**src/rtl/down_counter_pkg.sv**
```systemverilog
// down_counter_pkg: shared types and constants for the down_counter slice.
// Holds the FSM state encoding, the default width and the prescaler width helper.
package down_counter_pkg;

    localparam int DC_W = 8;

    typedef enum logic [1:0] {
        ST_IDLE = 2'b00,
        ST_RUN  = 2'b01,
        ST_EXP  = 2'b10
    } dc_state_e;

    // Prescaler count width; never below one bit so pre=1 still has a register.
    function automatic int pc_width(input int p);
        return (p > 1) ? $clog2(p) : 1;
    endfunction

endpackage

```
**src/rtl/down_counter_prescaler.sv**
```systemverilog
// down_counter_prescaler: counts enabled pulses and flags every pre-th one.
// Ports: clk, rst_b (async low), clr (sync), en (pulse in), tick (comb out).
import down_counter_pkg::*;

module down_counter_prescaler #(
    parameter int pre = 1
) (
    input  logic clk,
    input  logic rst_b,
    input  logic clr,
    input  logic en,
    output logic tick
);

    localparam int PW = pc_width(pre);
    localparam logic [PW-1:0] LAST = PW'(pre - 1);

    logic [PW-1:0] cnt_q;
    logic [PW-1:0] cnt_d;

    assign tick = en & (cnt_q == LAST);

    always_comb begin
        cnt_d = cnt_q;
        if (clr) begin
            cnt_d = '0;
        end else if (tick) begin
            cnt_d = '0;
        end else if (en) begin
            cnt_d = cnt_q + 1'b1;
        end
    end

    always_ff @(posedge clk or negedge rst_b) begin
        if (!rst_b) begin
            cnt_q <= '0;
        end else begin
            cnt_q <= cnt_d;
        end
    end

endmodule

```
**src/rtl/down_counter.sv**
```systemverilog
// down_counter: loadable down-counter/timer with reload, prescaler and tc pulse.
// Ports: clk, rst_b, clr, ld, din, c_down, auto_rl in; q, zero, tc, busy out.
import down_counter_pkg::*;

module down_counter #(
    parameter int w   = DC_W,
    parameter int pre = 1
) (
    input  logic         clk,
    input  logic         rst_b,
    input  logic         clr,
    input  logic         ld,
    input  logic [w-1:0] din,
    input  logic         c_down,
    input  logic         auto_rl,
    output logic [w-1:0] q,
    output logic         zero,
    output logic         tc,
    output logic         busy
);

    dc_state_e    state_q, state_d;
    logic [w-1:0] q_q, q_d;
    logic [w-1:0] rl_q, rl_d;
    logic         tc_q, tc_d;
    logic         busy_q, busy_d;
    logic         pre_en;
    logic         tick;

    // Pulses only advance the prescaler while running.
    assign pre_en = c_down & (state_q == ST_RUN);

    down_counter_prescaler #(
        .pre(pre)
    ) u_pre (
        .clk  (clk),
        .rst_b(rst_b),
        .clr  (clr | ld),
        .en   (pre_en),
        .tick (tick)
    );

    always_comb begin
        state_d = state_q;
        q_d     = q_q;
        rl_d    = rl_q;
        tc_d    = 1'b0;
        if (clr) begin
            state_d = ST_IDLE;
            q_d     = '0;
        end else if (ld) begin
            q_d     = din;
            rl_d    = din;
            state_d = (din != '0) ? ST_RUN : ST_EXP;
        end else if (tick) begin
            if (q_q > w'(1)) begin
                q_d = q_q - w'(1);
            end else begin
                tc_d = 1'b1;
                if (auto_rl) begin
                    q_d = rl_q;
                end else begin
                    q_d     = '0;
                    state_d = ST_EXP;
                end
            end
        end
        busy_d = (state_d == ST_RUN);
    end

    always_ff @(posedge clk or negedge rst_b) begin
        if (!rst_b) begin
            state_q <= ST_IDLE;
            q_q     <= '0;
            rl_q    <= '0;
            tc_q    <= 1'b0;
            busy_q  <= 1'b0;
        end else begin
            state_q <= state_d;
            q_q     <= q_d;
            rl_q    <= rl_d;
            tc_q    <= tc_d;
            busy_q  <= busy_d;
        end
    end

    assign q    = q_q;
    assign zero = (q_q == '0);
    assign tc   = tc_q;
    assign busy = busy_q;

endmodule

```
**config.mk**
```make
export PLATFORM = sky130hd
export DESIGN_NAME = down_counter
export DESIGN_NICKNAME = d
export VERILOG_FILES = /design/src/rtl/down_counter_pkg.sv /design/src/rtl/down_counter_prescaler.sv /design/src/rtl/down_counter.sv
export SDC_FILE = /design/constraint.sdc
export NUM_CORES = 1
export LEC_CHECK = 0
export CAP_MARGIN = 20
export CORE_UTILIZATION = 50
export DETAILED_ROUTE_END_ITERATION = 12
export GPL_ROUTABILITY_DRIVEN = 0
export HOLD_SLACK_MARGIN = 0.08
export PLACE_DENSITY = 0.78
export SLEW_MARGIN = 5
export SYNTH_ARGS = -nofsm -noshare
export SYNTH_HDL_FRONTEND = slang
export SYNTH_HIERARCHICAL = 1
export SYNTH_SLANG_ARGS = --single-unit
export TNS_END_PERCENT = 50
```
**constraint.sdc**
```tcl
create_clock -name clk -period 3.6 [get_ports clk]
set_input_delay 0.36 -clock clk [delete_from_list [all_inputs] [get_ports clk]]
set_output_delay 0.36 -clock clk [all_outputs]
set_load 0.05 [all_outputs]
```
==> flow_summary.yaml <==
routing:
  highest_layer: "met4"
  dr.pass1.iters: 4
  wire_per_inst_um: 15.82
  dr_wl_met3_um: 128
  drt_iter0_drc: 26
  wirelength_um: 3021
  dr_total_vias: 1132
  viasPerCell: 5.927
  dr_wl_met2_um: 1480
  ant_nets: 0
  drc: 0
  drt-met1-wl_um: 1368
sta:
  tightest_slew_ns: 0.9246
  hold_ws_ns: 0.4955
  fmax_mhz: 354.5
  final.setup.tns_ns: 0
  drv_slew: 0
  rsz0062_at_grt: "no"
  layout_min_cycle_time_ns: 2.821
  relSlewSlack_pct: 38.17
  period_share_pct: 78.36
  hold_violations: 0
  setup_viol: 0
  skew_ns: 0.003362
final_layout:
  final_core_util_pct: 67.01
  layout_commonest_cell: "nand2_1"
  fillers: 186
  mostFrequentLayoutCells: "30 x nand2_1, 24 x clkdlybuf4s50_1, 21 x dfrtp_1"
  multiInputGateArea_sq_um: 675.6
  syn_to_final_growth_pct: 22.27
  drive_above_1_share_pct: 9.202
  regArea_sq_um: 525.5
  finish.net_count: 180
  diodes: 0
setup_path:
  crit_path_end_kind: "output pin"
  cp-endpoint: "zero"
  r2r_start: "q[0]$_DFFE_PN0P_"
  cp.required_ns: 3.24
  cp-start-kind: "register"
  r2r_cells: 6
  arrival_ns: 2.46
  worstSetupPathType: "reg2out"
  crit_start: "q[0]$_DFFE_PN0P_"
  critPathMaxFanout: 7
  r2r-end: "q[2]$_DFFE_PN0P_"
  reg2reg_slack_ns: 1.70
clock_tree:
  cts_resized: 0
  clock-sinks: 21
  clockBufferDepth: 2
  cts-root-buf: "clkbuf_4"
  htree_num_levels: 1
  hold_buffers: 0
  cts_tree: "done"
  clk_pin_slew_ns: 0.12
  post_cts_buffers: 0
  cts_buffers: 3
  clock_latency_ns: 0.30
yosys:
  synth_cell_type_count: 44
  synthesis.area_sq_um: 1247
  ys.warnings.count: 6
  ys_ff_latch: 21
  syn_avg_cell_area_sq_um: 8.785
  synth_nets: 158
  syn_inst: 142
  ys_seq_area_share_pct: 42.13
placement:
  hpwl_um: 2185
  port_buffers: 24
floorplan:
  dieArea_sq_um: 2699
  start_util_pct: 54.81
  die_h_um: 51.95
  coreArea_sq_um: 2276
  rows: 17
  pin_count: 25
  die_x_um: 51.95
hold_path:
  hold_path_class: "reg2reg"
  holdCritStartpoint: "rl_q[7]$_DFFE_PN0P_"
run:
  maxCapViolations: 0
global_route:
  antenna_found_initial: 0
  grt_max_degree: 24
  grt_pass1_vias: 1116
  grt_usage_pct: 26.07
  grt_pass1_wl_um: 5112
  grt-ovfl-total: 0
power:
  power.leakage_nw: 0.6546
  ir_drop_v: 0.0002444
  p_per_area_nw_per_um2: 377.0
run_status:
  outcome: "finished, final reports clean"
-- state kept, by name, indices dropped and copies added (netlist names) --
name / count
q: 8
rl_q: 8
state_q: 2
busy: 1
tc: 1
u_pre/cnt_q: 1
-- synth_stat cells (all sizes together) --
| cell type | instances | area, sq um |
|---|---|---|
| a31oi | 3 | 18.77 |
| ha | 2 | 25.02 |
| buf | 1 | 3.750 |
| and2b | 1 | 8.760 |
| nand3b | 1 | 7.510 |
| nand2b | 1 | 6.260 |
| nand2 | 30 | 112.6 |
| or3 | 1 | 6.260 |
| o21ai | 3 | 15.01 |
| o21a | 1 | 7.510 |
| nand3 | 3 | 27.53 |
| or4 | 1 | 7.510 |
| a21oi | 11 | 55.05 |
| o211ai | 1 | 7.510 |
| nor2b | 4 | 25.02 |
| clkbuf | 7 | 27.52 |
| a32o | 2 | 20.02 |
| xor2 | 3 | 26.28 |
| or2 | 1 | 6.260 |
| o22ai | 1 | 6.260 |
| o31ai | 3 | 22.52 |
| o31a | 1 | 8.760 |
| o32a | 1 | 10.01 |
| nor3 | 4 | 20.02 |
| and3 | 3 | 21.27 |
| nor4 | 4 | 40.04 |
| and2 | 2 | 13.77 |
| inv | 4 | 15.01 |
| nor2 | 9 | 36.29 |
| a221oi | 1 | 8.760 |
| dfrtp | 21 | 525.5 |
| mux2 | 1 | 15.01 |
| nor3b | 5 | 42.54 |
| o32ai | 2 | 17.52 |
| a211oi | 2 | 20.02 |
| mux2i | 1 | 10.01 |
-- metal layers --
layer | GRT usage [%] | vias to the layer above
met5 | 0 | -
met4 | 10.81 | 0
met3 | 2.047 | 4
met2 | 44.87 | 46
met1 | 33.40 | 535
li1 | - | 547
-- per-stage QoR --
stage          setup slack (ns)  cells  total power, mW  instance area [sq um]
2_1_floorplan             1.528    142           0.3989                   1247
4_1_cts                  0.7794    191           0.5784                   1525
3_3_place_gp              1.235    187           0.4590                   1499
3_5_place_dp              1.133    187           0.4632                   1499
5_1_grt                  0.6700    191           0.6050                   1525
6_report                 0.7790    191           0.5750                   1525
-- where the power goes --
| part | leakage [nW] | switching, mW | internal (mW) |
|---|---|---|---|
| clock network | 0.0150 | 0.0722 | 0.0432 |
| registers | 0.271 | 0.0204 | 0.255 |
| logic | 0.369 | 0.110 | 0.0740 |
| total | 0.655 | 0.202 | 0.373 |
-- cell families (layout without fill, tap and decap cells) --
logic type | Yosys count | after routing | synth area share, %
DFF | 21 | 21 | 42.13
xor gates and xnor gates | 3 | 3 | 2.107
AOI/OAI and AO/OA | 32 | 32 | 17.45
muxes | 2 | 2 | 2.006
buffers and inverters | 12 | 33 | 3.710
adders and majority gates | 2 | 2 | 2.006
and+or+nand+nor | 70 | 70 | 30.59
-- critical path, stage by stage (launching register included) --
cell and delay (ns):
dfrtp_1 0.46, inv_1 0.10, ha_1 0.20, nor3b_1 0.39
and2_2 0.21, clkdlybuf4s50_1 0.79
-- final cells by class --
cell class,count,share of cell area [%]
Multi-Input combinational cell,109,44.30
Sequential cell,21,34.45
Timing Repair Buffer,25,16.24
Tap cell,28,2.297
Clock buffer,4,1.723
Inverter,4,0.9844
-- worst min-delay path by stage --
stage / endpoint / slack (ns) / depth (start not counted)
2_1_floorplan: busy$_DFF_PN0_ / 0.06 / 0
3_3_place_gp: rl_q[3]$_DFFE_PN0P_ / 0.46 / 2
3_5_place_dp: rl_q[5]$_DFFE_PN0P_ / 0.47 / 2
4_1_cts: rl_q[7]$_DFFE_PN0P_ / 0.50 / 2
5_1_grt: rl_q[5]$_DFFE_PN0P_ / 0.53 / 2
6_report: rl_q[7]$_DFFE_PN0P_ / 0.50 / 2
(Power assumes the default switching activity.)
